<file path="src/rtl/rect_fill_writer_pkg.sv">
// fb_pkg: shared constants and types for the rectangle fill writer.
//   - Framebuffer geometry (base address, logical width/height, row stride).
//   - RGB332 colour constants.
//   - Writer FSM state enum.
package fb_pkg;

    localparam logic [15:0] FB_BASE       = 16'h0000;
    localparam int          FB_W          = 160;
    localparam int          FB_H          = 120;
    localparam int          WORDS_PER_ROW = FB_W / 2;

    // RGB332 colours: rrr_ggg_bb
    localparam logic [7:0] BLACK   = 8'h00;
    localparam logic [7:0] BLUE    = 8'h03;
    localparam logic [7:0] GREEN   = 8'h1C;
    localparam logic [7:0] CYAN    = 8'h1F;
    localparam logic [7:0] RED     = 8'hE0;
    localparam logic [7:0] MAGENTA = 8'hE3;
    localparam logic [7:0] YELLOW  = 8'hFC;
    localparam logic [7:0] WHITE   = 8'hFF;

    typedef enum logic [1:0] {
        IDLE   = 2'd0,
        WRITE  = 2'd1,
        FINISH = 2'd2
    } fb_state_e;

endpackage

</file>
<file path="src/rtl/rect_fill_writer_if.sv">
// rect_fill_writer_if: video-memory write port.
//   mem_addr  : word address
//   mem_wdata : write data (two packed RGB332 pixels)
//   mem_be    : byte enables, [1]=even pixel (high byte), [0]=odd pixel (low byte)
//   mem_we    : write request (valid)
//   mem_ready : memory acceptance (ready)
// Handshake: a word transfers on a rising edge where mem_we && mem_ready.
// While mem_we is high and mem_ready is low, the master holds mem_addr,
// mem_be and mem_wdata stable; mem_we is never withdrawn before acceptance.
interface rect_fill_writer_if;
    logic [15:0] mem_addr;
    logic [15:0] mem_wdata;
    logic [1:0]  mem_be;
    logic        mem_we;
    logic        mem_ready;

    modport master (
        output mem_addr,
        output mem_wdata,
        output mem_be,
        output mem_we,
        input  mem_ready
    );

    modport slave (
        input  mem_addr,
        input  mem_wdata,
        input  mem_be,
        input  mem_we,
        output mem_ready
    );
endinterface

</file>
<file path="src/rtl/rect_fill_writer_cursor.sv">
// fb_cursor: row-major pixel cursor over the latched rectangle.
// Ports:
//   clk, clear     : clock, synchronous active-high reset
//   load           : latch rectangle, place cursor at (x0,y0)
//   x0,y0,x1,y1    : rectangle corners (inclusive), used when load=1
//   step           : current word accepted, advance cursor
//   addr           : word address of the current word
//   be             : byte enables of the current word
//   last           : current word is the final word of the rectangle
module fb_cursor
    import fb_pkg::*;
(
    input  logic        clk,
    input  logic        clear,
    input  logic        load,
    input  logic [7:0]  x0,
    input  logic [6:0]  y0,
    input  logic [7:0]  x1,
    input  logic [6:0]  y1,
    input  logic        step,
    output logic [15:0] addr,
    output logic [1:0]  be,
    output logic        last
);

    logic [8:0]  cx;
    logic [6:0]  cy;
    logic [15:0] row_base;
    logic [8:0]  x0_q;
    logic [8:0]  x1_q;
    logic [6:0]  y1_q;

    logic        even;
    logic        pair;
    logic [8:0]  end_cx;
    logic        row_end;
    logic [15:0] y0_ext;

    // The word covers two pixels only when cx is even and cx+1 is still inside.
    assign even    = ~cx[0];
    assign pair    = even && (cx < x1_q);
    assign end_cx  = pair ? (cx + 9'd1) : cx;
    assign row_end = (end_cx == x1_q);
    assign last    = row_end && (cy == y1_q);

    assign be   = pair ? 2'b11 : (even ? 2'b10 : 2'b01);
    assign addr = FB_BASE + row_base + {8'd0, cx[8:1]};

    // y0 * 80 as shifts; computed only once per rectangle.
    assign y0_ext = {9'd0, y0};

    always_ff @(posedge clk) begin
        if (clear) begin
            cx       <= '0;
            cy       <= '0;
            row_base <= '0;
            x0_q     <= '0;
            x1_q     <= '0;
            y1_q     <= '0;
        end else if (load) begin
            cx       <= {1'b0, x0};
            cy       <= y0;
            row_base <= (y0_ext << 6) + (y0_ext << 4);
            x0_q     <= {1'b0, x0};
            x1_q     <= {1'b0, x1};
            y1_q     <= y1;
        end else if (step) begin
            if (row_end) begin
                cx       <= x0_q;
                cy       <= cy + 7'd1;
                row_base <= row_base + 16'(WORDS_PER_ROW);
            end else begin
                cx <= end_cx + 9'd1;
            end
        end
    end

endmodule

</file>
<file path="src/rtl/rect_fill_writer.sv">
// rect_fill_writer: fills a rectangle of the 160x120 RGB332 framebuffer.
// Ports:
//   clk, clear          : clock, synchronous active-high reset
//   start               : fill request, sampled only in IDLE
//   x0,y0,x1,y1,color   : rectangle (inclusive corners) and fill colour
//   busy                : high while words are being written
//   done                : one-cycle pulse after the last write is accepted
//   err                 : one-cycle pulse after a rejected request
//   mem                 : video-memory write port (master side)
//   fsm_state           : current FSM state, for observation
module rect_fill_writer
    import fb_pkg::*;
(
    input  logic                 clk,
    input  logic                 clear,
    input  logic                 start,
    input  logic [7:0]           x0,
    input  logic [6:0]           y0,
    input  logic [7:0]           x1,
    input  logic [6:0]           y1,
    input  logic [7:0]           color,
    output logic                 busy,
    output logic                 done,
    output logic                 err,
    rect_fill_writer_if.master   mem,
    output fb_state_e            fsm_state
);

    fb_state_e   state_q, state_d;
    logic        err_q, err_d;
    logic [15:0] wdata_q;
    logic        load;
    logic        step;
    logic        req_ok;
    logic [15:0] cur_addr;
    logic [1:0]  cur_be;
    logic        cur_last;

    assign req_ok = (x0 <= x1) && (x1 < 8'(FB_W)) && (y0 <= y1) && (y1 < 7'(FB_H));
    assign step   = (state_q == WRITE) && mem.mem_ready;

    fb_cursor u_cursor (
        .clk   (clk),
        .clear (clear),
        .load  (load),
        .x0    (x0),
        .y0    (y0),
        .x1    (x1),
        .y1    (y1),
        .step  (step),
        .addr  (cur_addr),
        .be    (cur_be),
        .last  (cur_last)
    );

    always_ff @(posedge clk) begin
        if (clear) begin
            state_q <= IDLE;
            err_q   <= 1'b0;
            wdata_q <= '0;
        end else begin
            state_q <= state_d;
            err_q   <= err_d;
            if (load) begin
                wdata_q <= {color, color};
            end
        end
    end

    always_comb begin
        state_d = state_q;
        err_d   = 1'b0;
        load    = 1'b0;
        unique case (state_q)
            IDLE: begin
                if (start) begin
                    if (req_ok) begin
                        load    = 1'b1;
                        state_d = WRITE;
                    end else begin
                        err_d = 1'b1;
                    end
                end
            end
            WRITE: begin
                if (step && cur_last) begin
                    state_d = FINISH;
                end
            end
            FINISH: begin
                state_d = IDLE;
            end
            default: begin
                state_d = IDLE;
            end
        endcase
    end

    // Port outputs decode straight from state and cursor, so they stay
    // stable during stalls and drop to zero outside WRITE.
    always_comb begin
        mem.mem_we    = (state_q == WRITE);
        mem.mem_addr  = (state_q == WRITE) ? cur_addr : 16'd0;
        mem.mem_be    = (state_q == WRITE) ? cur_be : 2'b00;
        mem.mem_wdata = wdata_q;
    end

    assign busy      = (state_q == WRITE);
    assign done      = (state_q == FINISH);
    assign err       = err_q;
    assign fsm_state = state_q;

endmodule

</file>
<file path="src/flat_wrapper.sv">
// flat-port wrapper written by rule: the top's interface ports become plain ports
module rect_fill_writer_flat import fb_pkg::*;
  (clk, clear, start, x0, y0, x1, y1, color, busy, done, err, fsm_state, mem_mem_addr, mem_mem_wdata, mem_mem_be, mem_mem_we, mem_mem_ready);
  rect_fill_writer_if mem_i ();
  input  logic clk;
  input  logic clear;
  input  logic start;
  input  logic [7:0] x0;
  input  logic [6:0] y0;
  input  logic [7:0] x1;
  input  logic [6:0] y1;
  input  logic [7:0] color;
  output logic busy;
  output logic done;
  output logic err;
  output fb_state_e fsm_state;
  output wire logic [$bits(mem_i.mem_addr)-1:0] mem_mem_addr;
  output wire logic [$bits(mem_i.mem_wdata)-1:0] mem_mem_wdata;
  output wire logic [$bits(mem_i.mem_be)-1:0] mem_mem_be;
  output wire logic [$bits(mem_i.mem_we)-1:0] mem_mem_we;
  input wire logic [$bits(mem_i.mem_ready)-1:0] mem_mem_ready;
  assign mem_mem_addr = mem_i.mem_addr;
  assign mem_mem_wdata = mem_i.mem_wdata;
  assign mem_mem_be = mem_i.mem_be;
  assign mem_mem_we = mem_i.mem_we;
  assign mem_i.mem_ready = mem_mem_ready;
  rect_fill_writer u_core (.clk(clk), .clear(clear), .start(start), .x0(x0), .y0(y0), .x1(x1), .y1(y1), .color(color), .busy(busy), .done(done), .err(err), .mem(mem_i), .fsm_state(fsm_state));
endmodule
</file>
<file path="config.mk">
export PLATFORM = sky130hd
export DESIGN_NAME = rect_fill_writer_flat
export DESIGN_NICKNAME = d
export VERILOG_FILES = /design/src/rtl/rect_fill_writer_pkg.sv /design/src/rtl/rect_fill_writer_if.sv /design/src/rtl/rect_fill_writer_cursor.sv /design/src/rtl/rect_fill_writer.sv /design/src/flat_wrapper.sv
export SDC_FILE = /design/constraint.sdc
export NUM_CORES = 1
export LEC_CHECK = 0
export BUFFER_PORTS_ARGS = -buffer_cell sky130_fd_sc_hd__buf_2
export CAP_MARGIN = 15
export CELL_PAD_IN_SITES_DETAIL_PLACEMENT = 1
export CELL_PAD_IN_SITES_GLOBAL_PLACEMENT = 2
export CORE_MARGIN = 2
export CORE_UTILIZATION = 35
export CTS_CLUSTER_DIAMETER = 100
export DETAILED_ROUTE_END_ITERATION = 10
export GPL_TIMING_DRIVEN = 0
export PLACE_DENSITY_LB_ADDON = 0.1
export SKIP_CTS_REPAIR_TIMING = 1
export SYNTH_ARGS = -nofsm -noshare
export SYNTH_HDL_FRONTEND = slang
export SYNTH_SLANG_ARGS = --single-unit
export TNS_END_PERCENT = 10
</file>
<file path="constraint.sdc">
create_clock -name clk -period 5.64 [get_ports clk]
set_clock_uncertainty 0.1 [all_clocks]
set_input_delay 1.41 -clock clk [delete_from_list [all_inputs] [get_ports clk]]
set_output_delay 1.41 -clock clk [all_outputs]
set_load 0.005 [all_outputs]
</file>
=== Word-level counts from Yosys, hierarchy flattened ===
Cells that the tools add are included.

* Add/sub/neg operators: 6
* $lt $le $gt $ge: 5
* Equal/unequal tests: 7
* Mux-type cells: 22
* Bitwise logic cells: 3
* Reduce and logical (&&, ||, !) cells: 14

{| class="wikitable"
|+ Operators with widths
! operator !! number
|-
| $mux 16 || 4
|-
| $mux 7 || 3
|-
| $add 9x1->9 const B || 2
|-
| $mux 9 || 2
|-
| $add 16x7->16 const B || 1
|-
| $add 16x8->16 || 1
|-
| $mux 8 || 2
|-
| $add 13x11->14 || 1
|-
| $mux 2 || 6
|-
| $eq 9x8->1 || 1
|-
| $lt 9x8->1 || 1
|-
| $le 8x8->1 || 1
|-
| $lt 8x8->1 const B || 1
|-
| $add 7x1->7 const B || 1
|-
| $eq 7x7->1 || 1
|-
| $le 7x7->1 || 1
|-
| $logic_and 1x1->1 || 7
|-
| $lt 7x7->1 const B || 1
|-
| $mux 1 || 4
|-
| $ne 2x1->1 const B || 2
|-
| $pmux 2 s2 || 1
|-
| $reduce_bool 2->1 || 2
|-
| $not 1->1 || 3
|-
| $reduce_and 3->1 || 1
|-
| 7 further kinds || 7
|}

* Register bits after elaboration: 74
* Input bits: 42
* Output and inout bits: 40
* Word-level logic and storage cells: 67

=== Longest topological paths before layout ===
Gate-level depths: netlist of the first run.

* Depth after elaboration: 9
* Mapped depth: 14
* Mapped depth without buffers: 14

=== Hierarchy ===
From an unflattened synthesis of the first run, not the netlist that was laid out.

* Cell total of the unflattened synthesis: 589
* Area total of the unflattened synthesis: 4734.5 um^2

{| class="wikitable"
|+ Modules (own cells, without submodules)
! module !! times used !! cells an instance !! area an instance (um^2) !! sequential area each (um^2)
|-
| fb_cursor || 1 || 458 || 3641.0 || 1021.0
|-
| rect_fill_writer || 1 || 131 || 1093.5 || 220.2
|}

=== Worst setup path after synthesis of the first run ===
No wires, ideal clock.

* Path kind: input to register
* From: in y0[0]
* To: reg u_core.u_cursor.cy[2]
* Setup time: 137 ps
* Arrival: 3365 ps
* Data required time: 5403 ps
* Slack: 2038 ps
* Stages on the path: 12
* Path buffers: 3
* Path through: inv_1 ha_1 and4_1 a41oi_1 o21ai_0 a21o_1 nand4_1 or2_2 clkbuf_1 clkbuf_1 clkbuf_1 a211oi_1

* Longest elaborated chain between the ends: 8
* Elaborated cells between the ends (all ways): 10
* Classes of those cells: 1 x order compare; 4 x mux; 5 x reduce/logical

{| class="wikitable"
|+ Ends and longest elaborated chain
! what !! line !! text
|-
| start: declaration || flat_wrapper.sv:9 || <nowiki>input logic [6:0] y0;</nowiki>
|-
| $le 7x7->1 * || rect_fill_writer.sv:39 || <nowiki>assign req_ok = (x0 <= x1) && (x1 < 8'(FB_W)) && (y0 <= y1) && (y1 < 7'(FB_H));</nowiki>
|-
| $logic_and 1x1->1 * (2 in series) || rect_fill_writer.sv:39 ||
|-
| $mux 1 * || rect_fill_writer.sv:77 || <nowiki>if (req_ok) begin</nowiki>
|-
| $mux 1 * || rect_fill_writer.sv:76 || <nowiki>if (start) begin</nowiki>
|-
| $mux 1 * || rect_fill_writer.sv:74 || <nowiki>unique case (state_q)</nowiki>
|-
| $reduce_bool 2->1 (no source line) || - ||
|-
| $reduce_and 2->1 (no source line) || - ||
|-
| end signal: assignment || rect_fill_writer_cursor.sv:62 || <nowiki>cy <= y0;</nowiki>
|-
| end signal: assignment || rect_fill_writer_cursor.sv:70 || <nowiki>cy <= cy + 7'd1;</nowiki>
|-
| end: declaration || rect_fill_writer_cursor.sv:27 || <nowiki>logic [6:0] cy;</nowiki>
|}

Mark *: on every way between the ends. The rest lies on a longest branch, timed or not.
A chain may end at the register's enable or synchronous reset.

=== Final worst setup path of the first run ===
* From: in x1[4]
* To: reg u_core.u_cursor.y1_q[1]

* Longest elaborated chain between the ends: 7
* Elaborated cells between the ends (all ways): 8
* Classes of those cells: 2 x order compare; 3 x mux; 3 x reduce/logical

{| class="wikitable"
|+ Ends and longest elaborated chain
! what !! line !! text
|-
| start: declaration || flat_wrapper.sv:10 || <nowiki>input logic [7:0] x1;</nowiki>
|-
| $le 8x8->1 / $lt 8x8->1 (equally long branches) || rect_fill_writer.sv:39 ||
|-
| $logic_and 1x1->1 * (3 in series) || rect_fill_writer.sv:39 ||
|-
| $mux 1 * || rect_fill_writer.sv:77 ||
|-
| $mux 1 * || rect_fill_writer.sv:76 ||
|-
| $mux 1 * || rect_fill_writer.sv:74 ||
|-
| end signal: assignment || rect_fill_writer_cursor.sv:66 || <nowiki>y1_q <= y1;</nowiki>
|-
| end: declaration || rect_fill_writer_cursor.sv:31 || <nowiki>logic [6:0] y1_q;</nowiki>
|}

Marks and branches as above.

==> impl_metrics.ini, run 1 <==
[status]
status = completed

[synthesis]
synth_top_cell_by_area = sky130_fd_sc_hd__dfxtp_1
synthTopCellsByCount = sky130_fd_sc_hd__nand2_1, sky130_fd_sc_hd__dfxtp_1, sky130_fd_sc_hd__a21oi_1
synth_seq_area_share_pct = 27.8
synth-edff-count = 0
mappedNetlistNets = 643
synth_ff_type = sky130_fd_sc_hd__dfxtp_1
synth_warnings = 0
number_of_distinct_library_cell_variants_in_the_gate_level_netlist_after_synthesis = 67
netlist_area_um2 = 4460
ys_top_cells_by_area = sky130_fd_sc_hd__dfxtp_1, sky130_fd_sc_hd__ha_1, sky130_fd_sc_hd__nand2_1
yosys.area.top_type_share_pct = 27.8
synth_async_sr_flop_share_pct = 0
syn-mean-instance-area_um2 = 7.89
yosys_register_bits = 62
number_of_instances_in_the_synthesized_netlist = 565
yosys.cell_count.top_type = sky130_fd_sc_hd__nand2_1

[floorplanning]
design.core.area_um2 = 12500
ioPinCount = 82
area_of_the_die_um2 = 13700
die_height_um = 117
rows = 41
die_width_um = 117
initial_core_util_pct = 35.6

[sta]
max_freq_mhz = 227
report.final.setup_viol = 0
final.min_clock_period_ns = 4.40
hold_violations = 0
final.period_utilization_pct = 78.0
max_slew_margin_pct = 53.1
grt_setup_unrepaired = no
finalSetupTns_ns = 0
tightest_slew_ns = 0.704
timing_max_transition_violations_final = 0

[layout]
seqCellArea_um2 = 1240
fin_cells = 833
filler_cells_inserted = 1581
growth_of_design_area_from_synthesis_to_finish_pct = 21.1
design.final.nets = 734
drive_gt1_share_pct = 20.4
antenna_cells_inserted = 0
multi_input_comb_area_um2 = 2890

[power_and_ir_drop]
worst_case_vdd_ir_drop_v = 0.000129
leakagePower_nw = 2.22
cellPowerDensity_nw_per_um2 = 283

[worst_setup_path]
r2r_setup_slack_ns = 2.07
max_stage_delay_ns = 0.59
worstSetupStartpointType = primary input
path_delay_family = buffers and inverters
endpoint = u_core.u_cursor.y1_q[1]$_SDFFE_PP0P_
setup.worst_path.class = in -> reg
worst_ep_required_ns = 5.80
critical-path-slowest-cell = sky130_fd_sc_hd__buf_1
worst_r2r_endpoint = u_core.u_cursor.row_base[12]$_SDFFE_PP0P_
crit_arrival_ns = 4.56
cell_by_cell_listing_of_the_critical_path = buf_2, inv_1, ha_1, and3_1, o21ai_0, a31oi_1, o31ai_1, nand4_1, nor2_1, clkbuf_1, buf_1, nand2_1, a21oi_1
path_buf_inv = 4
worstSetupStartpoint = x1[4]
worst_setup_path_end_kind = register
path_max_fanout = 10
reg2reg_depth = 12
crit_cells = 13
timing.rr.start = u_core.u_cursor.x1_q[6]$_SDFFE_PP0P_

[clock_network]
clock_insertion_delay_worst_skew_ns = 0.33
clk_path_buf_depth = 2
clock_tree.htree_level_count = 3
cts_sinks = 62
clk_transition_reported_paths_ns = 0.05
cts_tree = done
ctsRootBufferMaster = sky130_fd_sc_hd__clkbuf_16
cts_made_buffers = 9

[placed_design]
finalWeightedCongestion = 0.856
portBuffers = 80
detailedPlacementHpwl_um = 11200
dp.cells = 817

[routing]
drc = 0
dr.first_iter.drc_count = 163
viasPerCell = 5.14
detail_route.first_pass.iterations = 4
vias = 4284
route.antenna.remaining_nets = 0
post_drt_wl_per_cell_um = 17.1
detail_route.wirelength_um = 14300

[flow_run]
maxCapViolCount = 0

[global_route]
grt_start_max_net_pins = 12
grtUsageTotal_pct = 22.3
grt_first_pass_wirelength_um = 23400
first_global_vias = 4473
number_of_antenna_violations_at_the_first_check_in_global_routing = 0
gr-total-overflow = 0

[min_path]
holdPathStages = 2
timing.hold.worst.class = reg -> reg
==> logic make-up (layout without fill, tap and decap cells) <==
| group | Yosys count | after routing | share of synthesized area, % |
|---|---|---|---|
| adder cells (fa/ha/maj) | 36 | 36 | 10.3 |
| AND/OR/NAND/NOR | 225 | 225 | 27.1 |
| XOR/XNOR | 43 | 43 | 8.76 |
| buffers and inverters | 72 | 168 | 7.38 |
| AO/OA/AOI/OAI | 118 | 118 | 16.6 |
| multiplexers | 9 | 9 | 2.08 |
| flip-flops | 62 | 62 | 27.8 |
==> power breakdown <==
group          switching (mW)  total [mW]  leakage, nW  internal, mW
Combinational           0.252       0.418         1.56         0.166
Sequential             0.0351       0.503        0.504         0.468
Clock                   0.211       0.608        0.154         0.397
==> sequential cells by signal, summed over array words and instances (netlist names) <==
register / count
u_core.err: 1
u_core.u_cursor.x0_q: 8
u_core.mem.mem_wdata: 8
u_core.fsm_state: 2
u_core.u_cursor.cx: 9
u_core.u_cursor.row_base: 12
u_core.u_cursor.x1_q: 8
u_core.u_cursor.y1_q: 7
u_core.u_cursor.cy: 7
==> per-layer routing <==
metal  share of wire, %  global-route usage [%]
met1                 50                    30.7
met2                 45                    36.2
met3                4.0                    3.66
met5                  0                       0
met4                1.3                    6.35
==> worst min-delay path: stages (launching register included) <==
cell and delay [ns]:
sky130_fd_sc_hd__dfxtp_1 0.31, sky130_fd_sc_hd__nand2_1 0.05, sky130_fd_sc_hd__a21oi_1 0.05
==> cells in the final DEF (no fill, tap or decap), types with 3 or more instances in the layout <==
master,count
sky130_fd_sc_hd__clkbuf_16,9
sky130_fd_sc_hd__xnor2_1,30
sky130_fd_sc_hd__ha_1,35
sky130_fd_sc_hd__buf_1,3
sky130_fd_sc_hd__buf_2,81
sky130_fd_sc_hd__nor3_1,18
sky130_fd_sc_hd__nand2_1,86
sky130_fd_sc_hd__nor2_1,34
sky130_fd_sc_hd__a21o_1,8
sky130_fd_sc_hd__o21a_1,4
sky130_fd_sc_hd__nor2b_1,9
sky130_fd_sc_hd__nor4_2,3
sky130_fd_sc_hd__or3_1,5
sky130_fd_sc_hd__nand2b_1,5
sky130_fd_sc_hd__o22ai_1,5
sky130_fd_sc_hd__nand3_1,12
sky130_fd_sc_hd__nor3_2,4
sky130_fd_sc_hd__and3_1,3
sky130_fd_sc_hd__xor2_1,12
sky130_fd_sc_hd__a31oi_1,5
sky130_fd_sc_hd__dfxtp_1,62
sky130_fd_sc_hd__o21ai_0,16
sky130_fd_sc_hd__buf_4,11
sky130_fd_sc_hd__clkbuf_1,22
sky130_fd_sc_hd__mux2i_1,7
sky130_fd_sc_hd__a211oi_1,12
sky130_fd_sc_hd__or2_2,3
sky130_fd_sc_hd__and2_1,8
sky130_fd_sc_hd__and4_1,3
sky130_fd_sc_hd__nand4_1,6
sky130_fd_sc_hd__a21oi_1,47
sky130_fd_sc_hd__a21boi_0,4
sky130_fd_sc_hd__nor4_1,9
sky130_fd_sc_hd__inv_1,31
==> metrics by stage <==
stage	cell area (um2)	power, mW	setup WS, ns	hold WS [ns]	utilization [%]
CTS	5400	1.54	1.14	0.356	43.1
global route	5400	1.61	0.901	0.377	43.1
floorplan	4460	0.796	2.04	0.336	-
global placement	5070	0.918	0.778	0.346	40.5
detailed placement	5070	0.930	0.823	0.350	40.5
finish	5400	1.53	1.24	0.355	43.1
==> area by class of cell <==
| class | instances | area share (%) |
|---|---|---|
| inverter | 32 | 2.23 |
| timing repair buffer | 80 | 7.42 |
| clock inverter | 6 | 1.58 |
| buffer | 40 | 3.87 |
| clock buffer | 10 | 4.43 |
| multi-input combinational | 431 | 53.5 |
| tap | 172 | 3.99 |
| sequential | 62 | 23.0 |
==> worst min-delay path by stage <==
stage          slack (ns)                                   end                            startpoint
2_1_floorplan        0.34  u_core.u_cursor.x0_q[1]$_SDFFE_PP0P_  u_core.u_cursor.x0_q[1]$_SDFFE_PP0P_
3_3_place_gp         0.35  u_core.u_cursor.x0_q[1]$_SDFFE_PP0P_  u_core.u_cursor.x0_q[1]$_SDFFE_PP0P_
3_5_place_dp         0.35  u_core.u_cursor.x0_q[1]$_SDFFE_PP0P_  u_core.u_cursor.x0_q[1]$_SDFFE_PP0P_
4_1_cts              0.36  u_core.u_cursor.x0_q[1]$_SDFFE_PP0P_  u_core.u_cursor.x0_q[1]$_SDFFE_PP0P_
5_1_grt              0.38  u_core.u_cursor.x0_q[1]$_SDFFE_PP0P_  u_core.u_cursor.x0_q[1]$_SDFFE_PP0P_
6_report             0.36  u_core.u_cursor.x0_q[1]$_SDFFE_PP0P_  u_core.u_cursor.x0_q[1]$_SDFFE_PP0P_
Note: power is estimated with default switching activity, not from simulation.
==> inputs of run 2 (changes only) <==
Settings changed: ABC_AREA from default to 1, CORE_UTILIZATION 35 to 31.
Clock period 5.64 ns to 4.6 ns, I/O delays scaled along.
==> run 2 against run 1 <==
  * Utilization down 5.4 points
  * Global-route usage down 1.4 points
  * First-iteration DRC count down 9.2%
  * Setup slack worse by 0.53 ns
  * Cell count up 20%
  * Routed wire length up 16%
  * Critical path depth unchanged
  * Cell area up 5.6%
  * Synthesized cell count up 27%
  * Area after synthesis up 6.3%
  * Largest power group is now combinational cells
  * Highest routed layer unchanged
==> impl_metrics.ini, run 2 <==
[status]
status = completed

[layout]
design.final.nets = 885
fin_cells = 1000
layout_commonest_cell = sky130_fd_sc_hd__nand2_1
max_ffs_per_register = 12
max_flop_register = u_core.u_cursor.row_base
drive_gt1_share_pct = 18.0
antenna_cells_inserted = 0
layout.cells.most_common_list = sky130_fd_sc_hd__nand2_1, sky130_fd_sc_hd__inv_1, sky130_fd_sc_hd__buf_2
growth_of_design_area_from_synthesis_to_finish_pct = 20.2
biggestRegsByFlops = u_core.u_cursor.row_base (12), u_core.u_cursor.cx (9)
finalCoreUtilization_pct = 37.8

[synthesis]
yosys.area.top_type_share_pct = 26.2
syn-mean-instance-area_um2 = 6.63
number_of_distinct_library_cell_variants_in_the_gate_level_netlist_after_synthesis = 39
yosys.cell_count.top_type = sky130_fd_sc_hd__nand2_1
synthTopCellsByCount = sky130_fd_sc_hd__nand2_1, sky130_fd_sc_hd__inv_1, sky130_fd_sc_hd__nor2_1
compound_gate_portion_of_the_synthesized_area_pct = 12.5
synth_async_sr_flop_share_pct = 0
synthSimpleGateAreaFrac_pct = 34.1
synth-edff-count = 0
synth_top_family_by_area = simple AND/OR/NAND/NOR gates
synth_warnings = 0
synth_top_cell_by_area = sky130_fd_sc_hd__dfxtp_1
synth_ff_type = sky130_fd_sc_hd__dfxtp_1
synth_xor_xnor_area_share_pct = 5.54
number_of_instances_in_the_synthesized_netlist = 715
netlist_area_um2 = 4740
synth_seq_area_share_pct = 26.2
synth.mux.area_fraction_pct = 0
yosys_register_bits = 62
ys_top_cells_by_area = sky130_fd_sc_hd__dfxtp_1, sky130_fd_sc_hd__nand2_1, sky130_fd_sc_hd__ha_1
post_synth_fa_ha_maj_area_fraction_pct = 9.66
mappedNetlistNets = 793

[routing]
route.antenna.remaining_nets = 0
drc = 0
vias = 4887
detail_route.first_pass.iterations = 4
post_drt_wl_per_cell_um = 16.5
dr.first_iter.drc_count = 148
viasPerCell = 4.89
detail_route.wirelength_um = 16500

[sta]
max_freq_mhz = 257
finalSetupTns_ns = 0
final.min_clock_period_ns = 3.89
final.period_utilization_pct = 84.6
timing_max_transition_violations_final = 0
max_slew_margin_pct = 52.5
grt_setup_unrepaired = no
fin_ws_ns = 0.707
report.final.setup_viol = 0
tightest_slew_ns = 0.713
hold_violations = 0

[worst_setup_path]
path_max_fanout = 5
worst_ep_required_ns = 3.35
crit_path_frequent_cell = sky130_fd_sc_hd__nor2_1
worst_setup_path_end_kind = output port
crit_arrival_ns = 2.64
cell_by_cell_listing_of_the_critical_path = ha_1, a21o_1, a21o_1, a21o_1, nand2_1, nor2_1, inv_1, nor2_1, nand2_1, nor2_1, xnor2_1, nor2_1, buf_2
setup.worst_path.class = reg -> out
worstSetupStartpointType = register
max_stage_delay_ns = 0.39
critical-path-slowest-cell = sky130_fd_sc_hd__dfxtp_1

[clock_network]
cts_tree = done
ctsRootBufferMaster = sky130_fd_sc_hd__clkbuf_16
clock_insertion_delay_worst_skew_ns = 0.33
cts_sinks = 62
clk_transition_reported_paths_ns = 0.05
cts_made_buffers = 9
clk_path_buf_depth = 2
clock_tree.htree_level_count = 3

[floorplanning]
rows = 45
area_of_the_die_um2 = 16300
design.core.area_um2 = 15100
die_height_um = 128
initial_core_util_pct = 31.4
die_width_um = 128
ioPinCount = 82

[global_route]
number_of_antenna_violations_at_the_first_check_in_global_routing = 0
first_global_vias = 5002
gr-total-overflow = 0
grtUsageTotal_pct = 20.9
grt_start_max_net_pins = 11
grt_first_pass_wirelength_um = 26600

[flow_run]
maxCapViolCount = 0

[min_path]
timing.hold.worst.class = reg -> reg

[power_and_ir_drop]
worst_case_vdd_ir_drop_v = 0.000154
cellPowerDensity_nw_per_um2 = 377
report.power.total_mw = 2.15
leakagePower_nw = 2.82

[placed_design]
dp.cells = 984
portBuffers = 81
detailedPlacementHpwl_um = 13300
finalWeightedCongestion = 0.860
place_worst_setup_slack_ns = 0.489
run 2: area by class of cell:
type / count / area [um2]
Inverter: 100 / 375
Sequential cell: 62 / 1240
Clock inverter: 4 / 70.1
Timing Repair Buffer: 81 / 405
Multi-Input combinational cell: 520 / 2930
Clock buffer: 12 / 246
Fill cell: 1984 / 9390
Tap cell: 188 / 235
Buffer: 33 / 195
run 2: path summary, 6_finish.rpt:
| kind | from | end | slack [ns] | cells after the start |
|---|---|---|---|---|
| max | u_core.u_cursor.cx[6]$_SDFFE_PP0P_ | mem_mem_addr[15] | 0.71 | 13 |
| min | u_core.u_cursor.y1_q[0]$_SDFFE_PP0P_ | u_core.u_cursor.y1_q[0]$_SDFFE_PP0P_ | 0.39 | 2 |
| max reg2reg | u_core.u_cursor.x1_q[4]$_SDFFE_PP0P_ | u_core.u_cursor.cx[6]$_SDFFE_PP0P_ | 1.61 | 16 |
| min reg2reg | u_core.u_cursor.y1_q[0]$_SDFFE_PP0P_ | u_core.u_cursor.y1_q[0]$_SDFFE_PP0P_ | 0.39 | 2 |
run 2: per-layer routing:
layer	GRT usage, %	share of wire (%)
met5	0	0
met4	4.91	0.71
met3	3.21	4.8
met2	34.0	45
met1	29.1	49
run 2: critical path: cells and delay by family, from the launching register on:
family	cells	cell delay, ns
adder cells (fa/ha/maj)	1	0.36
AND/OR/NAND/NOR	6	0.72
flip-flops	1	0.39
XOR/XNOR	1	0.13
AO/OA/AOI/OAI	3	0.46
buffers and inverters	2	0.23
run 2: report_power, final:
part	internal (mW)	switching, mW
Combinational	0.273	0.523
Clock	0.487	0.250
Sequential	0.572	0.0415
Total	1.33	0.814
run 2: cells by family after synthesis:
logic type	count (synthesis)
compound gates	111
fa+ha+maj	36
xor+xnor	30
flops	62
simple gates	343
buf+inv	133
run 2: metrics by stage:
stage	hold slack, ns	instance area (um2)
6_report	0.385	5700
5_1_grt	0.402	5700
4_1_cts	0.387	5700
3_5_place_dp	0.375	5380
3_3_place_gp	0.366	5380
2_1_floorplan	0.351	4740
==> inputs of run 3 (changes only) <==
Settings changed: CORE_UTILIZATION 31 to 28.
Clock period 4.6 ns to 3.2 ns, I/O delays scaled along.
==> run 3 against run 2 <==
  * Non-clock buffer count is 11 higher
  * Combinational power is 47% higher
  * Global-route usage is 1.1 points lower
  * Cell count is 4.3% higher
  * Sequential cell count stayed put
  * Setup slack worse by 0.78 ns
  * Sequential share of layout area is 0.69 points lower
  * The run now ends with setup timing left
  * Critical path type unchanged
  * Power is 47% higher
  * Sequential power is 44% higher
==> impl_metrics.ini, run 3 (synthesis results as in run 2) <==
[status]
status = finished, violations left
failed_checks = setup timing

[clock_network]
ctsRootBufferMaster = sky130_fd_sc_hd__clkbuf_16
cts_sinks = 62
clk_transition_reported_paths_ns = 0.05
clock_tree.htree_level_count = 3
cts_tree = done
cts_made_buffers = 9
clock_insertion_delay_worst_skew_ns = 0.34
clk_path_buf_depth = 2

[routing]
detail_route.first_pass.iterations = 4
detail_route.wirelength_um = 17400
dr.first_iter.drc_count = 171
post_drt_wl_per_cell_um = 16.6
vias = 5011
viasPerCell = 4.80
drc = 0
route.antenna.remaining_nets = 0

[global_route]
number_of_antenna_violations_at_the_first_check_in_global_routing = 0
grtUsageTotal_pct = 19.8
first_global_vias = 5298
grt_first_pass_wirelength_um = 27700
gr-total-overflow = 0
grt_start_max_net_pins = 12

[layout]
design.final.nets = 896
drive_gt1_share_pct = 22.7
layout_commonest_cell = sky130_fd_sc_hd__nand2_1
layout.cells.most_common_list = sky130_fd_sc_hd__nand2_1, sky130_fd_sc_hd__inv_1, sky130_fd_sc_hd__buf_2
max_flop_register = u_core.u_cursor.row_base
growth_of_design_area_from_synthesis_to_finish_pct = 25.5
final_design_area_no_fill_um2 = 5950
biggestRegsByFlops = u_core.u_cursor.row_base (12), u_core.u_cursor.cx (9)
max_ffs_per_register = 12
finalCoreUtilization_pct = 35.9
fin_cells = 1043
antenna_cells_inserted = 0
filler_cells_inserted = 2141

[worst_setup_path]
critical-path-slowest-cell = sky130_fd_sc_hd__dfxtp_4
cell_by_cell_listing_of_the_critical_path = ha_4, a21o_1, a21o_1, a21o_1, nand2_2, nor2_4, inv_2, nor2_4, nand2_2, nor2_4, xnor2_2, nor2_1, buf_2
worst_ep_required_ns = 2.30
worstSetupStartpointType = register
max_stage_delay_ns = 0.36
worst_setup_path_end_kind = output port
setup.worst_path.class = reg -> out
crit_arrival_ns = 2.37
path_max_fanout = 3

[sta]
max_slew_margin_pct = 49.2
fin_ws_ns = -0.0702
finalSetupTns_ns = -0.0886
timing_max_transition_violations_final = 0
final.period_utilization_pct = 102
report.final.setup_viol = 2
hold_violations = 0
grt_setup_unrepaired = yes
tightest_slew_ns = 0.762
final.min_clock_period_ns = 3.27
max_freq_mhz = 306
finalHoldWorstSlack_ns = 0.381

[power_and_ir_drop]
leakagePower_nw = 2.90
worst_case_vdd_ir_drop_v = 0.000280
report.power.total_mw = 3.15
cellPowerDensity_nw_per_um2 = 530

[min_path]
timing.hold.worst.class = reg -> reg

[placed_design]
place_worst_setup_slack_ns = -0.643
dp.cells = 1016
finalWeightedCongestion = 0.790
portBuffers = 81
total_cell_area_at_the_placement_stage_um2 = 5420
detailedPlacementHpwl_um = 14000

[floorplanning]
design.core.area_um2 = 16600
die_height_um = 134
area_of_the_die_um2 = 18000
rows = 47
die_width_um = 134
ioPinCount = 82
initial_core_util_pct = 28.6

[flow_run]
maxCapViolCount = 0
## run 3: where the power goes
group          leakage (nW)  total [mW]  internal, mW  switching (mW)
logic                  2.23        1.17         0.411           0.759
registers             0.507       0.885         0.824          0.0608
clock network         0.162        1.09         0.724           0.371
total                  2.90        3.15          1.96            1.19
## run 3: final timing paths
kind	from	to	slack (ns)	depth (start not counted)
setup / recovery	u_core.u_cursor.cx[6]$_SDFFE_PP0P_	mem_mem_addr[15]	-0.07	13
hold reg to reg	u_core.mem.mem_wdata[9]$_SDFFE_PP0P_	u_core.mem.mem_wdata[9]$_SDFFE_PP0P_	0.38	2
setup reg to reg	u_core.u_cursor.x1_q[4]$_SDFFE_PP0P_	u_core.u_cursor.row_base[15]$_SDFFE_PP0P_	0.32	18
hold / removal	u_core.mem.mem_wdata[9]$_SDFFE_PP0P_	u_core.mem.mem_wdata[9]$_SDFFE_PP0P_	0.38	2
## run 3: worst max-delay path: cells and delay by family (launching register included)
family | cells | cell delay (ns)
simple gates | 6 | 0.62
compound gates | 3 | 0.44
flops | 1 | 0.36
fa+ha+maj | 1 | 0.27
buf+inv | 2 | 0.19
xor+xnor | 1 | 0.12
## run 3: final cells by class
cell class                      instances  area [um2]  share of cell area [%]
Multi-Input combinational cell        520        3010                    50.7
Sequential cell                        62        1250                    21.1
Timing Repair Buffer                   92         488                    8.20
Inverter                              100         379                    6.37
Tap cell                              220         275                    4.63
Clock buffer                           11         253                    4.25
Buffer                                 33         203                    3.41
Clock inverter                          5        81.3                    1.37
## run 3: routing by layer
layer,vias to the layer above,wire length [um],GRT usage (%)
met4,0,318,4.91
met2,67,8880,36.3
met1,2402,7630,24.2
met3,19,521,3.02
met5,-,0,0
li1,2523,-,-
